### src/rtl/block_pipe_if.sv
// Channel bundle for block_pipe: gate/data buses, mode controls and the
// registered result signals. The master drives the controls; the pipe is the slave.
interface block_pipe_if #(
  parameter int WIDTH = 4,
  parameter int CNT_W = 8
);
  logic [WIDTH-1:0] in1;
  logic [WIDTH-1:0] in2;
  logic [WIDTH-1:0] in3;
  logic             hold;
  logic             loop;
  logic [WIDTH-1:0] out1;
  logic [WIDTH-1:0] out2;
  logic             out_valid;
  logic [CNT_W-1:0] toggle_cnt;

  modport master (
    output in1, in2, in3, hold, loop,
    input  out1, out2, out_valid, toggle_cnt
  );

  modport slave (
    input  in1, in2, in3, hold, loop,
    output out1, out2, out_valid, toggle_cnt
  );
endinterface

### src/rtl/block_pipe.sv
// WIDTH-bit, DEPTH-stage NAND/inverter register pipeline with hold, loop-back,
// primed flag and a saturating count of edges on which the last stage changed.
module block_pipe #(
  parameter int WIDTH = 4,
  parameter int DEPTH = 2,
  parameter int CNT_W = 8
) (
  input  logic          clk,
  input  logic          rst_n,
  block_pipe_if.slave   bus,
  output logic          clkout
);
  localparam int FILL_W = $clog2(DEPTH + 1);
  localparam logic [FILL_W-1:0] FILL_MAX = FILL_W'(DEPTH);

  logic [WIDTH-1:0]  s_reg  [DEPTH];
  logic [WIDTH-1:0]  s_next [DEPTH];
  logic [FILL_W-1:0] fill_reg;
  logic [FILL_W-1:0] fill_next;
  logic              valid_reg;
  logic [CNT_W-1:0]  cnt_reg;
  logic              toggle;

  // Stage 0 optionally closes the ring through the last stage.
  assign s_next[0] = bus.loop ? ~(~bus.in3 & s_reg[DEPTH-1]) : ~bus.in3;

  generate
    for (genvar gi = 1; gi < DEPTH; gi++) begin : g_stage
      assign s_next[gi] = ~(bus.in2 & s_reg[gi-1]);
    end
  endgenerate

  assign fill_next = (fill_reg == FILL_MAX) ? FILL_MAX : fill_reg + 1'b1;
  assign toggle    = (s_next[DEPTH-1] != s_reg[DEPTH-1]);

  always_ff @(posedge clk) begin
    if (!rst_n) begin
      for (int k = 0; k < DEPTH; k++) s_reg[k] <= '0;
      fill_reg  <= '0;
      valid_reg <= 1'b0;
      cnt_reg   <= '0;
    end else if (!bus.hold) begin
      for (int k = 0; k < DEPTH; k++) s_reg[k] <= s_next[k];
      fill_reg  <= fill_next;
      valid_reg <= (fill_next == FILL_MAX);
      if (toggle && (cnt_reg != '1)) cnt_reg <= cnt_reg + 1'b1;
    end
  end

  assign bus.out2       = s_reg[DEPTH-1];
  assign bus.out1       = ~(bus.in1 & s_reg[DEPTH-1]);
  assign bus.out_valid  = valid_reg;
  assign bus.toggle_cnt = cnt_reg;
  assign clkout         = clk;
endmodule

### src/flat_wrapper.sv
// flat-port wrapper written by rule: the top's interface ports become plain ports
module block_pipe_flat 
#(
  parameter int WIDTH = 4,
  parameter int DEPTH = 2,
  parameter int CNT_W = 8
)
  (clk, rst_n, clkout, bus_in1, bus_in2, bus_in3, bus_hold, bus_loop, bus_out1, bus_out2, bus_out_valid, bus_toggle_cnt);
  block_pipe_if #(.WIDTH(WIDTH), .CNT_W(CNT_W)) bus_i ();
  input  logic clk;
  input  logic rst_n;
  output logic clkout;
  input wire logic [$bits(bus_i.in1)-1:0] bus_in1;
  input wire logic [$bits(bus_i.in2)-1:0] bus_in2;
  input wire logic [$bits(bus_i.in3)-1:0] bus_in3;
  input wire logic [$bits(bus_i.hold)-1:0] bus_hold;
  input wire logic [$bits(bus_i.loop)-1:0] bus_loop;
  output wire logic [$bits(bus_i.out1)-1:0] bus_out1;
  output wire logic [$bits(bus_i.out2)-1:0] bus_out2;
  output wire logic [$bits(bus_i.out_valid)-1:0] bus_out_valid;
  output wire logic [$bits(bus_i.toggle_cnt)-1:0] bus_toggle_cnt;
  assign bus_i.in1 = bus_in1;
  assign bus_i.in2 = bus_in2;
  assign bus_i.in3 = bus_in3;
  assign bus_i.hold = bus_hold;
  assign bus_i.loop = bus_loop;
  assign bus_out1 = bus_i.out1;
  assign bus_out2 = bus_i.out2;
  assign bus_out_valid = bus_i.out_valid;
  assign bus_toggle_cnt = bus_i.toggle_cnt;
  block_pipe #(.WIDTH(WIDTH), .DEPTH(DEPTH), .CNT_W(CNT_W)) u_core (.clk(clk), .rst_n(rst_n), .bus(bus_i), .clkout(clkout));
endmodule
### config.mk
export PLATFORM = sky130hd
export DESIGN_NAME = block_pipe_flat
export DESIGN_NICKNAME = d
export VERILOG_FILES = /design/src/rtl/block_pipe_if.sv /design/src/rtl/block_pipe.sv /design/src/flat_wrapper.sv
export SDC_FILE = /design/constraint.sdc
export NUM_CORES = 1
export LEC_CHECK = 0
export BUFFER_PORTS_ARGS = -buffer_cell sky130_fd_sc_hd__buf_2
export CORE_ASPECT_RATIO = 0.7
export CORE_UTILIZATION = 43
export DETAILED_ROUTE_END_ITERATION = 8
export PLACE_DENSITY = 0.73
export SKIP_LAST_GASP = 1
export SYNTH_ARGS = -nofsm -noshare
export SYNTH_HDL_FRONTEND = slang
export SYNTH_SLANG_ARGS = --single-unit
### constraint.sdc
create_clock -name clk -period 1.4 [get_ports clk]
set_clock_uncertainty 0.05 [all_clocks]
set_input_delay 0.14 -clock clk [delete_from_list [all_inputs] [get_ports clk]]
set_output_delay 0.14 -clock clk [all_outputs]
set_load 0.05 [all_outputs]
**After elaboration in Yosys (flattened, before gate mapping)**

Memories as Yosys holds them, arrays and structs flattened.
Index checks and enable logic that the tools add are counted.

- Register bits: 11
- Bits in read-only memories: 0
- Bits in latches: 0
- Bits in writable memories: 8
- Input bits: 16
- Memories kept: 1

- Eq/ne operators: 4
- $mul: 0
- Div/mod/pow operators: 0
- Order comparisons: 0
- Add/subtract/negate cells: 2
- Bitwise gates (word level): 10
- Shifts and indexed selects: 0
- Multiplexer cells: 8
- Reductions and logical operators: 2

Memories:

| name | depth | bits a word | read ports | clocked after Yosys merged registers in | wr ports | line | RTL |
|---|---|---|---|---|---|---|---|
| u_core.s_reg | 2 | 4 | 2 | 0 | 2 | block_pipe.sv:16 | `logic [WIDTH-1:0] s_reg [DEPTH];` |

Operator list:

| cell | count |
|---|---|
| $not 4->4 | 4 |
| $and 4x4->4 | 3 |
| $mux 4 | 3 |
| $add 8x1->8 const B | 1 |
| $ne 8x8->1 const B | 1 |
| $eq 2x2->1 const B | 2 |
| $mux 1 | 4 |
| $ne 4x4->1 | 1 |
| $add 2x1->2 const B | 1 |
| $mux 2 | 1 |
| $or 1x1->1 | 2 |
| $reduce_and 2->1 | 1 |
| $logic_and 1x1->1 | 1 |
| $not 1->1 | 1 |

**Logic depth before layout (Yosys ltp)**

Gate-level depths: netlist of the first run.

- Depth after elaboration: 5
- Depth in mapped cells: 6
- Mapped depth without buffers: 6

==> results.json, run 1 <==
{
  "critPathArrivalTime_ns": 1.73,
  "cp_cell_sequence": "nand2_2 -> xnor2_2 -> a41oi_4 -> xor2_1 -> and2_1",
  "vdd_ir_drop_max_v": 0.00108,
  "grt_pass1_wl_um": 4110,
  "insertedDiodeCount": 0,
  "status": "finished, violations left",
  "drtIter0Drc": 26,
  "layout_setup_ws_ns": -0.0676,
  "hpwl_um": 1640,
  "critPathCaptureType": "flip-flop",
  "wirelength_um": 2670,
  "die_area_sq_um": 2440,
  "drc_errors": 0,
  "gp_congestion": 0.750,
  "grt_usage": 0.236,
  "cp.required_ns": 1.66,
  "hold_path.class": "in2reg",
  "synthTopCellsByArea": "edfxtp_1 (25%), dfxtp_1 (21%), mux2i_1 (10%)",
  "layout_commonest_cell": "buf_2",
  "ios": 34,
  "via_count": 922,
  "ys_warn_count": 0,
  "nets": 168,
  "yosysSeqAreaShare": 0.457,
  "finalHoldViolations": 0,
  "synth_top_area_frac": 0.249,
  "violations": "negative setup slack",
  "rrSetupSlack_ns": -0.07,
  "leakage_nw": 0.718,
  "path_max_fanout": 4,
  "final_cell_mix": "buf_2 (23), nand2_1 (12), mux2i_1 (10)",
  "synth-seq-cells": 18,
  "stdcell_area_sq_um": 1550,
  "n_fill_cell": 135,
  "viasPerCell": 5.15,
  "cts_tree": "built",
  "grt_antenna_before_repair": 0,
  "start_kind": "flip-flop",
  "pwr_density_cell_nw_per_um2": 1040,
  "syn_inst": 100,
  "period_needed_ns": 1.47,
  "grt_pass1_vias": 889,
  "critPathMaxStageDelay_ns": 0.39,
  "wire_per_inst_um": 14.9,
  "syn2layout_area_growth_pct": 60.6,
  "dp_cells": 163,
  "avgSynthCellArea_sq_um": 9.63,
  "drv_cap": 0,
  "start_util": 0.485,
  "grt_remaining_overflow": 0,
  "max-slew-margin-rel": 0.758,
  "drt_pass1_iterations": 4,
  "dp_slack_ns": -0.0982,
  "finalSetupTns_ns": -0.402,
  "worst_pin_slew_ns": 0.362,
  "syn-cell-area_sq_um": 963,
  "fin_crit_sh": 1.05,
  "drive_above_1_share": 0.517,
  "synth_area_leader_cell": "edfxtp_1",
  "placed_area_sq_um": 1210,
  "portBuffers": 33,
  "power_mw": 1.61,
  "grt_max_degree": 19,
  "setup_violations": 11,
  "fmax_ghz": 0.681,
  "instances_no_fill": 179,
  "yosys.cell_types.count": 24,
  "critPathKind": "reg2reg",
  "die_w_um": 58.6,
  "critPathSlowestCell": "edfxtp_1",
  "clk_latency_ns": 0.41,
  "antenna_left": 0,
  "syn_nets": 118,
  "grt_setup_unrepaired": "yes",
  "clk_pin_slew_ns": 0.10,
  "finalMaxSlewViolations": 0,
  "die_h_um": 41.6,
  "rows": 13,
  "coreArea_sq_um": 1980
}
path summary, 6_finish.rpt:
| check | depth (start not counted) | start | to |
|---|---|---|---|
| worst max-delay path | 5 | u_core.s_reg[0][1]$_SDFFCE_PN0P_ | u_core.bus.toggle_cnt[0]$_SDFFE_PN0P_ |
| worst min-delay path | 3 | bus_hold | u_core.fill_reg[1]$_SDFFE_PN0N_ |
| worst max register to register | 5 | u_core.s_reg[0][1]$_SDFFCE_PN0P_ | u_core.bus.toggle_cnt[0]$_SDFFE_PN0P_ |
| worst min register to register | 2 | u_core.bus.toggle_cnt[5]$_SDFFE_PN0P_ | u_core.bus.toggle_cnt[5]$_SDFFE_PN0P_ |
stage by stage:
| step | utilization | hold slack [ns] |
|---|---|---|
| floorplan | - | 0.227 |
| global placement | 0.612 | 0.323 |
| detailed placement | 0.612 | 0.323 |
| CTS | 0.741 | 0.00251 |
| global route | 0.780 | 0.0351 |
| finish | 0.780 | 0.0208 |
synth_stat cells (all sizes together):
| cell | n |
|---|---|
| nand3 | 4 |
| inv | 3 |
| edfxtp | 8 |
| and3 | 1 |
| clkbuf | 3 |
| o21ai | 2 |
| mux2i | 10 |
| buf | 5 |
| nand3b | 1 |
| and2 | 1 |
| xor2 | 1 |
| nor2b | 2 |
| a21bo | 1 |
| a41oi | 1 |
| nor2 | 5 |
| xnor2 | 4 |
| dfxtp | 10 |
| ha | 2 |
| nand2 | 19 |
| o21bai | 1 |
| nand2b | 6 |
| a21oi | 4 |
| a21boi | 1 |
| nand4 | 5 |
power by group:
| part | internal (mW) | total (mW) | leakage [nW] | switching, mW |
|---|---|---|---|---|
| clock network | 0.274 | 0.588 | 0.0387 | 0.314 |
| logic | 0.176 | 0.407 | 0.507 | 0.232 |
| registers | 0.584 | 0.612 | 0.173 | 0.0282 |
worst max-delay path, delay by kind of cell (launching register included):
family          cells  cell delay (ns)
compound gates      1             0.19
flops               1             0.39
xor+xnor            2             0.47
simple gates        2             0.26
routing by layer:
metal	up-vias	GRT usage	share of wire
li1	445	-	-
met1	441	0.300	0.44
met2	28	0.333	0.49
met3	8	0.0966	0.048
met4	0	0.143	0.021
met5	-	0	0
kinds of logic after synthesis:
| logic type | Yosys count | share of synthesized area |
|---|---|---|
| DFF | 18 | 0.457 |
| and+or+nand+nor | 44 | 0.219 |
| AOI/OAI and AO/OA | 10 | 0.0857 |
| adders and majority gates | 2 | 0.0260 |
| muxes | 10 | 0.104 |
| xor gates and xnor gates | 5 | 0.0455 |
| buffers and inverters | 11 | 0.0623 |
layout make-up:
type	count	area, sq um	share of cell area
timing repair buffer	48	379	0.245
sequential	18	455	0.294
clock buffer	8	63.8	0.0412
multi-input combinational	72	601	0.388
tap	30	37.5	0.0243
inverter	3	11.3	0.00728
timing repair:
| item | in CTS | in global routing |
|---|---|---|
| endpoints found under the hold margin | 4 | 0 |
| gates resized for setup | 27 | 21 |
| endpoints found under the setup margin | 13 | 18 |
| buffers inserted | 3 | 1 |
| hold buffers | 4 | 0 |
| cloned | 1 | 0 |
| pin swaps | 9 | 5 |
No activity file was read; power rests on OpenSTA's default activity.
==> run 2, diff against run 1 <==
--- a/config.mk
+++ b/config.mk
@@ -6,10 +6,12 @@
 export NUM_CORES = 1
 export LEC_CHECK = 0
 export BUFFER_PORTS_ARGS = -buffer_cell sky130_fd_sc_hd__buf_2
+export CELL_PAD_IN_SITES_DETAIL_PLACEMENT = 1
+export CELL_PAD_IN_SITES_GLOBAL_PLACEMENT = 2
 export CORE_ASPECT_RATIO = 0.7
-export CORE_UTILIZATION = 43
+export CORE_UTILIZATION = 25
 export DETAILED_ROUTE_END_ITERATION = 8
-export PLACE_DENSITY = 0.73
+export PLACE_DENSITY_LB_ADDON = 0.1
 export SKIP_LAST_GASP = 1
 export SYNTH_ARGS = -nofsm -noshare
 export SYNTH_HDL_FRONTEND = slang
==> results.json, run 2 (synthesis results as in run 1) <==
{
  "status": "finished, violations left",
  "violations": "negative setup slack",
  "finalMaxSlewViolations": 0,
  "period_needed_ns": 1.44,
  "grt_usage": 0.141,
  "path_max_fanout": 5,
  "grt_pass1_vias": 830,
  "critPathMaxStageDelay_ns": 0.48,
  "critPathArrivalTime_ns": 1.64,
  "cts_tree": "built",
  "rrSetupSlack_ns": -0.04,
  "reg2reg_depth": 4,
  "die_h_um": 53.9,
  "via_count": 909,
  "drt_pass1_iterations": 4,
  "antenna_left": 0,
  "grt_setup_unrepaired": "yes",
  "wirelength_um": 2670,
  "wire_per_inst_um": 13.4,
  "setup_violations": 11,
  "grt_antenna_before_repair": 0,
  "cp.required_ns": 1.60,
  "ios": 34,
  "grt_remaining_overflow": 0,
  "hold_path.class": "in2reg",
  "die_area_sq_um": 4110,
  "gp_congestion": 0.690,
  "leakage_nw": 0.718,
  "start_util": 0.267,
  "layout_commonest_cell": "buf_2",
  "drv_cap": 0,
  "critPathKind": "reg2reg",
  "syn2layout_area_growth_pct": 62.5,
  "critPathLaunch": "u_core.s_reg[0][4]$_SDFFCE_PN0P_",
  "finalHoldViolations": 0,
  "max-slew-margin-rel": 0.746,
  "timing.rr.end": "u_core.bus.toggle_cnt[4]$_SDFFE_PN0P_",
  "dp_cells": 189,
  "instances_no_fill": 199,
  "clk_latency_ns": 0.37,
  "critPathCaptureType": "flip-flop",
  "final_cell_mix": "buf_2 (28), buf_4 (15), nand2_1 (12)",
  "fin_crit_sh": 1.03,
  "insertedDiodeCount": 0,
  "r2r_start": "u_core.s_reg[0][4]$_SDFFCE_PN0P_",
  "worst_pin_slew_ns": 0.380,
  "pwr_density_cell_nw_per_um2": 1110,
  "clk_pin_slew_ns": 0.07,
  "hpwl_um": 1980,
  "whs_ns": 0.0453,
  "start_kind": "flip-flop",
  "drive_above_1_share": 0.537,
  "grt_max_degree": 17,
  "drc_errors": 0,
  "vdd_ir_drop_max_v": 0.000867,
  "viasPerCell": 4.57,
  "fmax_ghz": 0.693,
  "crit_path_end": "u_core.bus.toggle_cnt[4]$_SDFFE_PN0P_",
  "rows": 18,
  "grt_pass1_wl_um": 4110,
  "layout_setup_ws_ns": -0.0438,
  "critPathSlowestCell": "edfxtp_1",
  "power_mw": 1.74,
  "coreArea_sq_um": 3600,
  "nets": 168,
  "drtIter0Drc": 27,
  "cp_cell_sequence": "xnor2_4 -> a41oi_4 -> nand4_1 -> mux2i_1",
  "portBuffers": 33,
  "die_w_um": 76.2
}
[run 2: changes by cell type in the layout (fill, tap and decap cells not counted), moves of 4 or more]
cell,change
buf_2,+5
clkbuf_4,-8
buf_4,+7
dlygate4sd3_1,-4
clkbuf_8,+5
[run 2: routing by layer]
metal / vias to the layer above / track usage / part of all wire
met5: - / 0 / 0
met4: 0 / 0.0801 / 0.0094
met3: 4 / 0.0559 / 0.054
met2: 24 / 0.214 / 0.44
met1: 436 / 0.174 / 0.49
li1: 445 / - / -
[run 2: power breakdown]
group / switching [mW] / total, mW / internal (mW)
combinational: 0.224 / 0.384 / 0.160
sequential: 0.0308 / 0.615 / 0.584
clock: 0.340 / 0.745 / 0.404
[run 2: how the worst min path moves through the flow]
stage | from | end | slack (ns) | cells past startpoint
CTS | bus_in2[1] | u_core.s_reg[0][5]$_SDFFCE_PN0P_ | 0.03 | 2
global route | bus_in2[1] | u_core.s_reg[0][5]$_SDFFCE_PN0P_ | 0.04 | 2
floorplan | rst_n | u_core.bus.toggle_cnt[1]$_SDFFE_PN0P_ | 0.23 | 2
detailed placement | clk | clkout | 0.32 | 1
global placement | clk | clkout | 0.32 | 1
finish | bus_in2[3] | u_core.s_reg[0][7]$_SDFFCE_PN0P_ | 0.05 | 2
[run 2: layout make-up]
cell class	instances	area (sq um)
Fill cell	416	2040
Timing Repair Buffer	48	323
Clock buffer	8	91.3
Tap cell	50	62.6
Inverter	3	11.3
Sequential cell	18	455
Multi-Input combinational cell	72	622
[run 2: what timing repair did]
| item | in CTS | in global routing |
|---|---|---|
| setup endpoints to repair | 11 | 13 |
| resized for setup | 14 | 19 |
| buffers inserted | 1 | 1 |
| cloned | 1 | 0 |
| hold buffers | 0 | 0 |
| pin swaps | 3 | 9 |
[run 2: per-stage QoR]
stage | setup TNS (ns) | setup slack [ns] | utilization | instance area, sq um
6_report | -0.221 | -0.0438 | 0.434 | 1570
5_1_grt | -1.24 | -0.148 | 0.434 | 1570
4_1_cts | -0.199 | -0.0597 | 0.403 | 1450
3_5_place_dp | -0.555 | -0.126 | 0.356 | 1280
3_3_place_gp | -0.263 | -0.0712 | 0.356 | 1280
2_1_floorplan | -0.352 | -0.0702 | - | 1000
[run 2: critical path: cells and delay by family (launching register included)]
family          cells  cell delay, ns
mux                 1            0.14
flops               1            0.48
compound gates      1            0.30
simple gates        1            0.17
xor+xnor            1            0.20
==> run 3, diff against run 2 <==
--- a/config.mk
+++ b/config.mk
@@ -5,12 +5,13 @@
 export SDC_FILE = /design/constraint.sdc
 export NUM_CORES = 1
 export LEC_CHECK = 0
-export BUFFER_PORTS_ARGS = -buffer_cell sky130_fd_sc_hd__buf_2
 export CELL_PAD_IN_SITES_DETAIL_PLACEMENT = 1
 export CELL_PAD_IN_SITES_GLOBAL_PLACEMENT = 2
 export CORE_ASPECT_RATIO = 0.7
-export CORE_UTILIZATION = 25
+export CORE_UTILIZATION = 32
+export CTS_BUF_LIST = sky130_fd_sc_hd__clkbuf_16
 export DETAILED_ROUTE_END_ITERATION = 8
+export DONT_BUFFER_PORTS = 1
 export PLACE_DENSITY_LB_ADDON = 0.1
 export SKIP_LAST_GASP = 1
 export SYNTH_ARGS = -nofsm -noshare
==> results.json, run 3 (synthesis results as in run 1) <==
{
  "syn2layout_area_growth_pct": 40.3,
  "drive_above_1_share": 0.408,
  "nets": 139,
  "status": "finished, violations left",
  "critPathKind": "reg2reg",
  "worst_pin_slew_ns": 0.519,
  "vdd_ir_drop_max_v": 0.000623,
  "cts_buffer_depth": 2,
  "use_met2": 0.253,
  "drt_pass1_iterations": 4,
  "fmax_ghz": 0.698,
  "die_area_sq_um": 3240,
  "critPathSlowestCell": "edfxtp_1",
  "critPathCaptureType": "flip-flop",
  "antenna_left": 0,
  "htreeDepth": 1,
  "dp_slack_ns": -0.0891,
  "period_needed_ns": 1.43,
  "leakage_nw": 0.573,
  "start_kind": "flip-flop",
  "finalHoldViolations": 0,
  "wirelength_um": 2480,
  "grt_antenna_before_repair": 0,
  "drc_errors": 0,
  "numCtsBuffers": 3,
  "grt_remaining_overflow": 0,
  "finalSetupTns_ns": -0.0682,
  "cp.required_ns": 1.49,
  "top_usage_layer": "met2",
  "cts_tree": "built",
  "wire_per_inst_um": 15.9,
  "critPathMaxStageDelay_ns": 0.36,
  "drv_cap": 0,
  "power_mw": 1.50,
  "grt_use_met3": 0.0619,
  "die_w_um": 67.6,
  "cp_cell_sequence": "nand2_2 -> xnor2_2 -> a41oi_4 -> xor2_1 -> and2_1",
  "hpwl_um": 1740,
  "start_util": 0.341,
  "clk_latency_ns": 0.25,
  "layout_setup_ws_ns": -0.0317,
  "grt_usage": 0.166,
  "layout_commonest_cell": "buf_4",
  "placed_area_sq_um": 1150,
  "n_fill_cell": 310,
  "cts.sinks": 18,
  "grt_max_degree": 16,
  "gp_congestion": 0.781,
  "viasPerCell": 4.97,
  "setup_violations": 3,
  "whs_ns": 0.00972,
  "grt_pass1_vias": 728,
  "pwr_density_cell_nw_per_um2": 1110,
  "critPathArrivalTime_ns": 1.52,
  "drtIter0Drc": 27,
  "grt_pass1_wl_um": 3700,
  "max-slew-margin-rel": 0.653,
  "die_h_um": 47.9,
  "ios": 34,
  "hold_path.class": "in2reg",
  "via_count": 776,
  "portBuffers": 0,
  "fin_crit_sh": 1.02,
  "clk_pin_slew_ns": 0.05,
  "coreArea_sq_um": 2820,
  "met1_usage": 0.229,
  "finalMaxSlewViolations": 0,
  "stdcell_area_sq_um": 1350,
  "rows": 16,
  "root_buffer": "clkbuf_16",
  "grt_setup_unrepaired": "yes",
  "insertedDiodeCount": 0,
  "final_cell_mix": "buf_4 (19), nand2_1 (14), mux2i_1 (10)",
  "path_max_fanout": 5,
  "cp_num_buf_inv": 0,
  "crit_family": "XOR/XNOR gates",
  "violations": "negative setup slack"
}
-- run 3: cell count changes in the layout (fill, tap and decap cells not counted), moves of 3 or more --
cell / before / now
xnor2_4: 4 / 1
clkbuf_8: 6 / 0
buf_2: 28 / 0
xnor2_2: 0 / 3
buf_4: 15 / 19
clkbuf_16: 0 / 3
-- run 3: cell type report --
type	count	area, sq um	share of cell area
Clock inverter	1	3.75	0.00278
Multi-Input combinational cell	72	574	0.425
Clock buffer	3	75.1	0.0556
Timing Repair Buffer	23	186	0.138
Tap cell	36	45.0	0.0333
Sequential cell	18	455	0.337
Inverter	3	11.3	0.00833
-- run 3: layer usage --
metal	vias to the layer above	wire (um)
met5	-	0
met4	0	0
met3	0	136
met2	17	1130
met1	374	1220
li1	385	-
-- run 3: power by group --
group / switching, mW / total, mW / leakage, nW / internal, mW
sequential: 0.0267 / 0.612 / 0.173 / 0.585
combinational: 0.195 / 0.313 / 0.361 / 0.118
clock: 0.197 / 0.577 / 0.0385 / 0.380
-- run 3: worst reg2reg max path, cell delays in order, from the launching register on --
cell	delay, ns
edfxtp_1	0.36
nand2_2	0.07
xnor2_2	0.28
a41oi_4	0.21
xor2_1	0.20
and2_1	0.15
-- run 3: path summary, 6_finish.rpt --
| kind | start | to | slack [ns] | depth (start not counted) |
|---|---|---|---|---|
| min reg2reg | u_core.fill_reg[0]$_SDFFE_PN0N_ | u_core.fill_reg[0]$_SDFFE_PN0N_ | 0.48 | 2 |
| max | u_core.s_reg[0][2]$_SDFFCE_PN0P_ | u_core.bus.toggle_cnt[0]$_SDFFE_PN0P_ | -0.03 | 5 |
| max reg2reg | u_core.s_reg[0][2]$_SDFFCE_PN0P_ | u_core.bus.toggle_cnt[0]$_SDFFE_PN0P_ | -0.03 | 5 |
| min | rst_n | u_core.bus.toggle_cnt[3]$_SDFFE_PN0P_ | 0.01 | 2 |
-- run 3: what timing repair did --
| item | 4_1_cts | 5_1_grt |
|---|---|---|
| hold buffers | 1 | 0 |
| cloned | 1 | 0 |
| pin swaps | 12 | 6 |
| setup buffers | 1 | 1 |
| gates resized for setup | 11 | 6 |
| endpoints found under the hold margin | 10 | 0 |
| setup endpoints to repair | 8 | 11 |
-- run 3: metrics by stage --
step                std cells  utilization
floorplan                 100            -
global placement          148        0.406
detailed placement        148        0.406
CTS                       155        0.470
global route              156        0.479
finish                    156        0.479
